`config.mk`:
```
export PLATFORM = sky130hd
export DESIGN_NAME = speed_ctrl
export DESIGN_NICKNAME = d
export VERILOG_FILES = /design/src/rtl/speed_ctrl.sv
export SDC_FILE = /design/constraint.sdc
export NUM_CORES = 1
export LEC_CHECK = 0
export CAP_MARGIN = 15
export CORE_MARGIN = 5
export CORE_UTILIZATION = 61
export DETAILED_ROUTE_END_ITERATION = 10
export PLACE_DENSITY_LB_ADDON = 0.2
export SYNTH_ARGS = -nofsm -noshare
export SYNTH_HDL_FRONTEND = slang
export SYNTH_SLANG_ARGS = --single-unit
```
`constraint.sdc`:
```
create_clock -name clk -period 2.3 [get_ports clk]
set_clock_uncertainty 0.05 [all_clocks]
set_input_delay 0.46 -clock clk [delete_from_list [all_inputs] [get_ports clk]]
set_output_delay 0.46 -clock clk [all_outputs]
set_load 0.03 [all_outputs]
```
`src/rtl/speed_ctrl.sv`:
```
// speed_ctrl -- push-button speed selector.
//
// Two bouncy, active-low board buttons are synchronised, debounced and
// edge-detected. Each accepted press steps a saturating 4-bit speed code by
// one; that code drives the downstream counter's toggle rate.
//
// Ports (speed_ctrl):
//   clk            in   1  system clock, rising edge
//   rst_n          in   1  asynchronous active-low reset
//   btn_up_n       in   1  raw up button, active-low, asynchronous, bouncy
//   btn_dn_n       in   1  raw down button, active-low, asynchronous, bouncy
//   speed          out  4  current speed code (0..15, saturating)
//   speed_changed  out  1  one-cycle pulse on the cycle speed takes a new value
//   up_held        out  1  debounced up-button state, 1 = pressed
//   dn_held        out  1  debounced down-button state, 1 = pressed
//
// Ports (speed_ctrl_debounce, one per button):
//   clk, rst_n     in   1  as above
//   btn_n          in   1  raw active-low button
//   held           out  1  debounced state, 1 = pressed
//
// Timing, counting the first clk edge that samples a new stable raw level as
// edge 1: held changes at edge DEBOUNCE_CYCLES+2, speed/speed_changed at
// edge DEBOUNCE_CYCLES+3.

module speed_ctrl_debounce #(
    parameter int DEBOUNCE_CYCLES = 1_000_000
) (
    input  logic clk,
    input  logic rst_n,
    input  logic btn_n,
    output logic held
);
    localparam int CW = $clog2(DEBOUNCE_CYCLES);
    localparam logic [CW-1:0] CNT_LAST = CW'(DEBOUNCE_CYCLES - 1);

    typedef enum logic [1:0] {
        RELEASED     = 2'd0,
        PRESS_WAIT   = 2'd1,
        PRESSED      = 2'd2,
        RELEASE_WAIT = 2'd3
    } state_t;

    logic [1:0]    sync_ff;
    logic          sync;
    state_t        state;
    state_t        state_nxt;
    logic [CW-1:0] cnt;
    logic [CW-1:0] cnt_nxt;

    // Two-flop synchroniser; presetting to 1 makes the button look released
    // straight out of reset, so a held button needs a full interval again.
    always_ff @(posedge clk or negedge rst_n) begin
        if (!rst_n) begin
            sync_ff <= 2'b11;
        end else begin
            sync_ff <= {sync_ff[0], btn_n};
        end
    end

    assign sync = ~sync_ff[1];

    always_ff @(posedge clk or negedge rst_n) begin
        if (!rst_n) begin
            state <= RELEASED;
            cnt   <= '0;
        end else begin
            state <= state_nxt;
            cnt   <= cnt_nxt;
        end
    end

    // The counter counts samples of the candidate level seen so far; entering
    // a WAIT state already accounts for the first one, so it never exceeds
    // DEBOUNCE_CYCLES-1.
    always_comb begin
        state_nxt = state;
        cnt_nxt   = cnt;
        unique case (state)
            RELEASED: begin
                if (sync) begin
                    state_nxt = PRESS_WAIT;
                    cnt_nxt   = CW'(1);
                end
            end
            PRESS_WAIT: begin
                if (!sync) begin
                    state_nxt = RELEASED;
                    cnt_nxt   = '0;
                end else if (cnt == CNT_LAST) begin
                    state_nxt = PRESSED;
                    cnt_nxt   = '0;
                end else begin
                    cnt_nxt = cnt + CW'(1);
                end
            end
            PRESSED: begin
                if (!sync) begin
                    state_nxt = RELEASE_WAIT;
                    cnt_nxt   = CW'(1);
                end
            end
            RELEASE_WAIT: begin
                if (sync) begin
                    state_nxt = PRESSED;
                    cnt_nxt   = '0;
                end else if (cnt == CNT_LAST) begin
                    state_nxt = RELEASED;
                    cnt_nxt   = '0;
                end else begin
                    cnt_nxt = cnt + CW'(1);
                end
            end
            default: begin
                state_nxt = RELEASED;
                cnt_nxt   = '0;
            end
        endcase
    end

    // Decoded from the state register so it is reset immediately with it.
    assign held = (state == PRESSED) || (state == RELEASE_WAIT);
endmodule

module speed_ctrl #(
    parameter int DEBOUNCE_CYCLES = 1_000_000,
    parameter int RESET_SPEED     = 0
) (
    input  logic       clk,
    input  logic       rst_n,
    input  logic       btn_up_n,
    input  logic       btn_dn_n,
    output logic [3:0] speed,
    output logic       speed_changed,
    output logic       up_held,
    output logic       dn_held
);
    logic up_prev;
    logic dn_prev;
    logic up_press;
    logic dn_press;

    speed_ctrl_debounce #(.DEBOUNCE_CYCLES(DEBOUNCE_CYCLES)) u_up (
        .clk   (clk),
        .rst_n (rst_n),
        .btn_n (btn_up_n),
        .held  (up_held)
    );

    speed_ctrl_debounce #(.DEBOUNCE_CYCLES(DEBOUNCE_CYCLES)) u_dn (
        .clk   (clk),
        .rst_n (rst_n),
        .btn_n (btn_dn_n),
        .held  (dn_held)
    );

    always_ff @(posedge clk or negedge rst_n) begin
        if (!rst_n) begin
            up_prev <= 1'b0;
            dn_prev <= 1'b0;
        end else begin
            up_prev <= up_held;
            dn_prev <= dn_held;
        end
    end

    // Press = rising edge of held; releases are deliberately ignored.
    assign up_press = up_held & ~up_prev;
    assign dn_press = dn_held & ~dn_prev;

    // Simultaneous up and down presses cancel; saturated steps leave the
    // pulse low because the value does not actually change.
    always_ff @(posedge clk or negedge rst_n) begin
        if (!rst_n) begin
            speed         <= 4'(RESET_SPEED);
            speed_changed <= 1'b0;
        end else begin
            speed_changed <= 1'b0;
            if (up_press && !dn_press && (speed != 4'd15)) begin
                speed         <= speed + 4'd1;
                speed_changed <= 1'b1;
            end else if (dn_press && !up_press && (speed != 4'd0)) begin
                speed         <= speed - 4'd1;
                speed_changed <= 1'b1;
            end
        end
    end
endmodule

```
== Word level (Yosys, flattened, before mapping) ==
Cells that the tools add are included.
Word-level totals
  bits in registers: 55
  bits in latches: 0
  memory bits (writable): 0
  memory bits (read-only): 0
  bits of input ports: 4
  output and inout bits: 7
  word-level logic and storage cells: 81
  memories: 0
Operators by class
  add/sub/neg operators: 4
  multiply operators: 0
  div/mod/pow operators: 0
  order comparisons: 0
  eq/ne operators: 17
  shift-type cells: 0
  multiplexer cells: 30
  bitwise gates (word level): 4
  reductions and logical operators: 16
Operators with widths (count)
  $mux 20: 10
  $pmux 20 s4: 2
  $add 20x1->20 const B: 2
  $eq 20x20->1 const B: 2
  $mux 2: 12
  $pmux 2 s4: 2
  $eq 2x2->1 const B: 4
  $mux 4: 2
  $reduce_and 4->1: 2
  $ne 3x1->1 const B: 2
  $ne 3x3->1 const B: 2
  $add 4x1->4 const B: 1
  $eq 2x1->1 const B: 2
  $logic_and 1x1->1: 4
  $logic_not 2->1: 2
  $ne 2x1->1 const B: 2
  $ne 2x2->1 const B: 2
  $ne 4x4->1 const B: 1
  $reduce_and 2->1: 2
  $reduce_bool 4->1: 1
  $sub 4x1->4 const B: 1
  $and 1x1->1: 2
  $logic_not 1->1: 2
  $logic_or 1x1->1: 2
  other kinds (3): 5

== Longest topological paths before layout ==
Gate-level depths: netlist of run 1.
  depth after elaboration: 8
  mapped depth: 8

== Hierarchy ==
Synthesis of run 1 repeated with hierarchy kept, for this count alone.
Second synthesis, totals
  cells, all modules: 301
  area, all modules: 3027.9 sq um
Modules (own cells, without submodules)
  speed_ctrl_debounce: instances 2, cells each 136, area an instance 1318.8 sq um
  speed_ctrl: instances 1, cells each 29, area an instance 390.4 sq um

== Worst setup path after synthesis of run 1 ==
Ideal clock, no wire load.
  path kind: reg2reg
  start point: reg speed[0]
  end point: reg speed[3]
  setup time: 80 ps
  arrival: 1861 ps
  setup slack: 308 ps
  cell stages (with the launch flop): 8
  clock period less this slack: 1992 ps
  path through: dfrtp_1 nand4_1 nand4b_1 ha_1 a21o_1 a21oi_1 mux2i_1 xor2_1
On the way
  longest elaborated chain between the ends: 3
RTL lines
  from (decl): RTL line 133  | output logic [3:0] speed,
  from (signal assigned): RTL line 175  | speed <= 4'(RESET_SPEED);
  from (signal assigned): RTL line 180  | speed <= speed + 4'd1;
  from (signal assigned): RTL line 183  | speed <= speed - 4'd1;
  $sub 4x1->4 (tied with other cells): RTL line 183
  $mux 4 (tied with other cells): RTL line 182  | end else if (dn_press && !up_press && (speed != 4'd0)) begin
  $mux 4 or $reduce_bool 2->1 (tied branches)
Several ways; a longest one is shown, not always the timed one. The select of a mux whose other input is x is not followed.
A chain may end at the register's enable or synchronous reset.

== Worst setup path in the final report of run 1 ==
  start point: reg u_dn.cnt[0]
  end point: reg u_dn.cnt[12]
On the way
  longest elaborated chain between the ends: 4
RTL lines
  from (decl): RTL line 48  | logic [CW-1:0] cnt;
  from (signal assigned): RTL line 69  | cnt <= cnt_nxt;
  $add 20x1->20 or $eq 20x20->1 (tied branches)
  $mux 20 (*): RTL line 90, 107
  $mux 20, on equally long branches: RTL line 104, 87
  $pmux 20 s4 (*): RTL line 79  | unique case (state)
Every way passes the cells marked *; elsewhere a longest branch is shown, timed or not.

==> results of run 1 <==
## Yosys cell counts, types with 3 or more instances
master,n,area share
and3_1,4,0.0085
nand4_1,11,0.023
nand2b_1,6,0.013
dfstp_2,4,0.036
a21o_1,11,0.028
nand2_1,27,0.034
a22o_1,6,0.018
mux2i_1,4,0.014
xnor2_1,4,0.012
dfrtp_1,51,0.43
o21ai_0,15,0.025
ha_1,4,0.017
nor3_1,11,0.019
nor4_1,6,0.013
buf_2,3,0.0051
a41oi_1,6,0.018
inv_1,6,0.0076
a31oi_1,19,0.040
nor2_1,12,0.015
xor2_1,5,0.015
buf_6,3,0.011
clkbuf_1,5,0.0064
a21oi_1,20,0.034
nand3_1,15,0.025
## sequential cells by signal (all words and copies together), names as in the netlist, 2 cells and up, named ones only
| signal | count |
|---|---|
| u_up.cnt | 20 |
| u_dn.cnt | 20 |
| u_up.sync_ff | 2 |
| u_dn.sync_ff | 2 |
| speed | 4 |
## layer usage
layer / vias up / global-route usage / wire length [µm]
li1: 1126 / - / -
met1: 1121 / 0.284 / 2760
met2: 45 / 0.309 / 2590
met3: 7 / 0.0350 / 180
met4: 0 / 0.0567 / 67
met5: - / 0 / 0
## path summary, 6_finish.rpt
kind	startpoint	end	slack [ns]	cells after the start
worst max register to register	u_dn.cnt[0]$_DFFE_PN0P_	u_dn.cnt[12]$_DFFE_PN0P_	0.20	7
worst min-delay path	rst_n	speed[3]$_DFFE_PN0P_	0.08	1
max in group asynchronous	rst_n	u_up.sync_ff[1]$_DFF_PN1_	1.48	2
worst min register to register	u_dn.sync_ff[0]$_DFF_PN1_	u_dn.sync_ff[1]$_DFF_PN1_	0.31	0
worst max-delay path	u_dn.cnt[0]$_DFFE_PN0P_	u_dn.cnt[12]$_DFFE_PN0P_	0.20	7
min in group clk	u_dn.sync_ff[0]$_DFF_PN1_	u_dn.sync_ff[1]$_DFF_PN1_	0.31	0
## layout by cell type (no fill, tap or decap), types with 2 or more instances in the layout
| cell | instances |
|---|---|
| xor2_1 | 5 |
| or2_2 | 2 |
| nand2b_1 | 6 |
| and3_1 | 4 |
| o31ai_1 | 2 |
| a21oi_1 | 20 |
| mux2_2 | 2 |
| dfstp_2 | 4 |
| a31oi_1 | 19 |
| a22o_1 | 6 |
| a41oi_1 | 6 |
| ha_1 | 4 |
| and2_1 | 2 |
| and4_1 | 2 |
| a21o_1 | 11 |
| nor4_1 | 6 |
| nand2_1 | 27 |
| nand3_1 | 15 |
| inv_1 | 6 |
| mux2i_1 | 4 |
| clkbuf_8 | 5 |
| xnor2_1 | 4 |
| buf_4 | 7 |
| nand4_1 | 11 |
| nor2_1 | 12 |
| clkdlybuf4s50_1 | 9 |
| o21a_1 | 2 |
| nor4_4 | 2 |
| o21ai_0 | 15 |
| nor3_1 | 11 |
| dfrtp_1 | 51 |
## power groups by stage
| stage | registers [mW] | clock network, mW | logic, mW |
|---|---|---|---|
| after floorplan | 1.39 | 0 | 1.01 |
| after global placement | 1.35 | 0 | 1.36 |
| after detailed placement | 1.36 | 0 | 1.40 |
| after CTS | 1.34 | 0.544 | 1.41 |
| after global routing | 1.37 | 0.587 | 1.54 |
| final | 1.34 | 0.526 | 1.39 |
## logic make-up (layout without fill, tap and decap cells)
family / count (synthesis) / in the layout / share of synthesized area
simple gates: 108 / 108 / 0.214
compound gates: 91 / 91 / 0.206
flops: 55 / 55 / 0.468
buf+inv: 20 / 32 / 0.0399
xor+xnor: 9 / 9 / 0.0267
mux: 6 / 6 / 0.0212
fa+ha+maj: 5 / 5 / 0.0238
## cell type report
| cell class | count | area share |
|---|---|---|
| multi-input combinational | 219 | 0.455 |
| sequential | 55 | 0.433 |
| timing repair buffer | 18 | 0.0525 |
| tap | 67 | 0.0263 |
| clock buffer | 6 | 0.0227 |
| inverter | 6 | 0.00706 |
| clock inverter | 2 | 0.00392 |
## per-stage QoR
stage / hold WS, ns / power (mW) / setup WS [ns] / utilization / instances
detailed placement: 0.299 / 2.76 / 0.242 / 0.657 / 365
CTS: 0.0882 / 3.29 / 0.221 / 0.675 / 373
floorplan: 0.114 / 2.40 / 0.308 / - / 294
global route: 0.113 / 3.50 / 0.0551 / 0.675 / 373
global placement: 0.298 / 2.71 / 0.301 / 0.657 / 365
finish: 0.0783 / 3.26 / 0.199 / 0.675 / 373
==> impl_metrics.env, run 1 <==
export IMPL_postLayoutCellArea_um2=3190
export IMPL_port_buffers=10
export IMPL_grt_usage=0.198
export IMPL_nNetsFinal=314
export IMPL_syn_nets=303
export IMPL_io_pins=11
export IMPL_hold_viol_final=0
export IMPL_die_height_um=79.5
export IMPL_start_util=0.624
export IMPL_leakage_nw=1.39
export IMPL_cts_tree="done"
export IMPL_grt_pass1_vias=2168
export IMPL_htree_levels=2
export IMPL_yosys_most_used_dff="dfrtp_1"
export IMPL_postCtsSetupBuffers=0
export IMPL_drt_total_wl_um=5600
export IMPL_place_area_um2=3110
export IMPL_drv_cap=0
export IMPL_yosys_warnings=0
export IMPL_ys_seq_area_frac=0.468
export IMPL_pwr_density_cell_nw_per_um2=1020
export IMPL_clk_latency_ns=0.31
export IMPL_cts_buffer_depth=2
export IMPL_routed_via_density=6.16
export IMPL_clkTransAtPathRegs_ns=0.10
export IMPL_cp_required_ns=2.41
export IMPL_overflow=0
export IMPL_cpMostUsedCell="a31oi_1"
export IMPL_min_path_type="input port to asynchronous set/reset pin"
export IMPL_clock_sinks=55
export IMPL_p_seq_frac=0.411
export IMPL_ant_nets=0
export IMPL_core_um2=4720
export IMPL_dp_hpwl_um=3930
export IMPL_grt_pass1_wl_um=10000
export IMPL_die_area_um2=6330
export IMPL_cp_num_buf_inv=1
export IMPL_drt_iter0_drc=108
export IMPL_worst_slew_pin_slew_ns=0.639
export IMPL_place_congestion=0.836
export IMPL_drive_above_1_share=0.111
export IMPL_route_detailed_drc=0
export IMPL_rsz0062_at_grt="no"
export IMPL_grt_start_max_net_pins=34
export IMPL_antenna_cells=0
export IMPL_critPathKind="register to register"
export IMPL_ctsHoldBuffers=0
export IMPL_ir_drop_uv=482
export IMPL_register_area_um2=1380
export IMPL_fillers=377
export IMPL_path_max_fanout=14
export IMPL_post_route_period_util=0.913
export IMPL_max_clock_freq_mhz=476
export IMPL_swShare=0.410
export IMPL_syn_inst=294
export IMPL_path_cells="ha_1, and3_1, nand3_1, o31a_1, buf_4, a31oi_1, a31oi_1"
export IMPL_crit_family="compound AO/OA/AOI/OAI gates"
export IMPL_first_pass_iters=5
export IMPL_cts_resized_gates=0
export IMPL_fin_crit_ns=2.10
export IMPL_status="finished clean"
export IMPL_syn_area_um2=2950
export IMPL_intPower_mw=1.92
export IMPL_synth_edf_count=0
export IMPL_maxSlewHeadroom=0.573
export IMPL_cp_slowest_cell="dfrtp_1"
export IMPL_synth_distinct_cells=53
export IMPL_pwr_share_comb=0.428
export IMPL_synth_async_reset_ratio=1.00
export IMPL_p_clk_frac=0.161
export IMPL_chipWidth_um=79.5
export IMPL_worst_setup_path_end_kind="register"
export IMPL_wl_per_cell_um=15.0
export IMPL_cts_buffers=5
export IMPL_cts_root_buf="clkbuf_8"
export IMPL_setup_viol=0
export IMPL_slowest_delay_ns=0.43
export IMPL_arrival_ns=2.21
export IMPL_std_cell_rows=25
export IMPL_multi_input_comb_area_um2=1450
export IMPL_areaGrowthSynthToFinish_pct=8.19
export IMPL_maxSlewViolCount=0
export IMPL_synth_seq_cells=55
export IMPL_syn_mean_instance_area_um2=10.0
export IMPL_antenna_found_initial=0
export IMPL_vias=2299
export IMPL_fin_setup_tns_ns=0
export IMPL_power_switching_mw=1.34
export IMPL_start_kind="register"
(Power assumes the default switching activity.)
==> run 2: changes to the inputs <==
- CORE_ASPECT_RATIO: unset -> 1.75
- CTS_CLUSTER_SIZE: unset -> 20
==> run 2 against run 1 <==
  * Routed wire length grew 6.0%
  * Combinational power is essentially flat
  * Non-clock buffer count grew 1
  * Critical path depth shrank 1
  * Sequential share of layout area is essentially flat
  * First-iteration DRC count grew 18%
  * Clock power is essentially flat
  * Via count grew 1.0%
  * Total power grew 0.37%
  * Final area is essentially flat
  * Setup slack gained 0.012 ns
  * Largest cell class unchanged
==> impl_metrics.env, run 2 (synthesis results as in run 1) <==
export IMPL_first_pass_iters=5
export IMPL_final_cell_mix="dfrtp_1, nand2_1, a21oi_1"
export IMPL_pwr_density_cell_nw_per_um2=1030
export IMPL_areaGrowthSynthToFinish_pct=8.15
export IMPL_die_height_um=102
export IMPL_cts_buffers=5
export IMPL_rsz0062_at_grt="no"
export IMPL_fillers=372
export IMPL_grt_start_max_net_pins=56
export IMPL_wl_per_cell_um=16.5
export IMPL_dp_hpwl_um=4180
export IMPL_overflow=0
export IMPL_port_buffers=10
export IMPL_postLayoutCellArea_um2=3190
export IMPL_route_detailed_drc=0
export IMPL_cp_required_ns=2.45
export IMPL_ant_nets=0
export IMPL_worst_setup_path_end_kind="register"
export IMPL_clkTransAtPathRegs_ns=0.10
export IMPL_crit_family="compound AO/OA/AOI/OAI gates"
export IMPL_status="finished clean"
export IMPL_clk_latency_ns=0.31
export IMPL_start_kind="register"
export IMPL_chipWidth_um=62.6
export IMPL_std_cell_rows=33
export IMPL_grt_pass1_wl_um=10200
export IMPL_maxSlewViolCount=0
export IMPL_final_common_cell="dfrtp_1"
export IMPL_cts_buffer_depth=2
export IMPL_grt_pass1_vias=2223
export IMPL_grt_usage=0.193
export IMPL_drt_iter0_drc=127
export IMPL_routed_via_density=6.45
export IMPL_drt_total_wl_um=5940
export IMPL_vias=2323
export IMPL_post_route_period_util=0.908
export IMPL_leakage_nw=1.40
export IMPL_hold_viol_final=0
export IMPL_fin_crit_ns=2.09
export IMPL_place_inst=351
export IMPL_core_um2=4710
export IMPL_antenna_found_initial=0
export IMPL_nNetsFinal=316
export IMPL_die_area_um2=6380
export IMPL_max_clock_freq_mhz=479
export IMPL_cp_num_buf_inv=0
export IMPL_setup_viol=0
export IMPL_slowest_delay_ns=0.44
export IMPL_cts_root_buf="clkbuf_8"
export IMPL_place_congestion=0.844
export IMPL_final_cells=360
export IMPL_top_regs="u_dn.cnt x20, u_up.cnt x20, speed x4"
export IMPL_place_area_um2=3090
export IMPL_ir_drop_uv=911
export IMPL_drive_above_1_share=0.120
export IMPL_postCtsSetupBuffers=0
export IMPL_cp_slowest_cell="nor2_1"
export IMPL_path_cells="ha_1, nand2_1, nor2_1, a21o_2, o21ai_0, a22o_1"
export IMPL_clock_sinks=55
export IMPL_min_path_type="input port to asynchronous set/reset pin"
export IMPL_arrival_ns=2.24
export IMPL_critPathKind="register to register"
export IMPL_start_util=0.627
export IMPL_path_max_fanout=9
export IMPL_cts_tree="done"
export IMPL_drv_cap=0
export IMPL_maxSlewHeadroom=0.581
export IMPL_antenna_cells=0
export IMPL_worst_slew_pin_slew_ns=0.629
export IMPL_htree_levels=2
export IMPL_io_pins=11
run 2: worst paths after layout:
check,startpoint,endpoint,slack (ns),cells past startpoint
worst max-delay path,u_up.cnt[0]$_DFFE_PN0P_,u_up.cnt[9]$_DFFE_PN0P_,0.21,6
worst min-delay path,rst_n,u_dn.cnt[19]$_DFFE_PN0P_,0.06,2
worst max register to register,u_up.cnt[0]$_DFFE_PN0P_,u_up.cnt[9]$_DFFE_PN0P_,0.21,6
worst min register to register,u_up.sync_ff[0]$_DFF_PN1_,u_up.sync_ff[1]$_DFF_PN1_,0.31,0
max in group asynchronous,rst_n,u_dn.sync_ff[0]$_DFF_PN1_,1.82,2
min in group clk,u_up.sync_ff[0]$_DFF_PN1_,u_up.sync_ff[1]$_DFF_PN1_,0.31,0
run 2: layer usage:
metal	wire (µm)	global-route usage
met1	2400	0.224
met2	3260	0.359
met3	161	0.0286
met4	119	0.0686
met5	0	0
run 2: layout make-up:
class / instances / area, µm² / share of cell area
Clock buffer: 6 / 72.6 / 0.0228
Timing Repair Buffer: 19 / 175 / 0.0549
Sequential cell: 55 / 1380 / 0.433
Tap cell: 52 / 65.1 / 0.0204
Inverter: 6 / 22.5 / 0.00706
Multi-Input combinational cell: 220 / 1460 / 0.458
Clock inverter: 2 / 12.5 / 0.00392
run 2: power breakdown:
| group | switching, mW | total, mW | internal, mW |
|---|---|---|---|
| sequential | 0.207 | 1.34 | 1.13 |
| combinational | 0.837 | 1.41 | 0.570 |
| clock | 0.313 | 0.527 | 0.214 |
run 2: what timing repair did:
| item | 4_1_cts | 5_1_grt |
|---|---|---|
| setup endpoints to repair | 5 | 1 |
| gates resized for setup | 1 | 0 |
| cloned | 0 | 1 |
| hold buffers | 0 | 0 |
| pin swaps | 0 | 1 |
| endpoints found under the hold margin | 0 | 0 |
run 2: worst register-to-register path: cells and delay by family, from the launching register on:
family,cells,cell delay (ns)
flip-flops,1,0.43
AND/OR/NAND/NOR,2,0.59
AO/OA/AOI/OAI,3,0.69
adder cells (fa/ha/maj),1,0.23
run 2: through the flow:
step,power (mW),hold slack [ns],utilization,setup TNS [ns],setup slack (ns)
after detailed placement,2.75,0.297,0.657,-0.0943,-0.0452
after global placement,2.70,0.296,0.657,0,0.0473
after global routing,3.51,0.0731,0.678,0,0.0534
after CTS,3.28,0.0920,0.676,0,0.204
after floorplan,2.40,0.114,-,0,0.308
final,3.27,0.0636,0.678,0,0.211
==> run 3: changes to the inputs <==
- SKIP_CTS_REPAIR_TIMING: unset -> 1
==> results of run 3 <==
No change in the layout: final DEF, timing and power equal those of run 2.
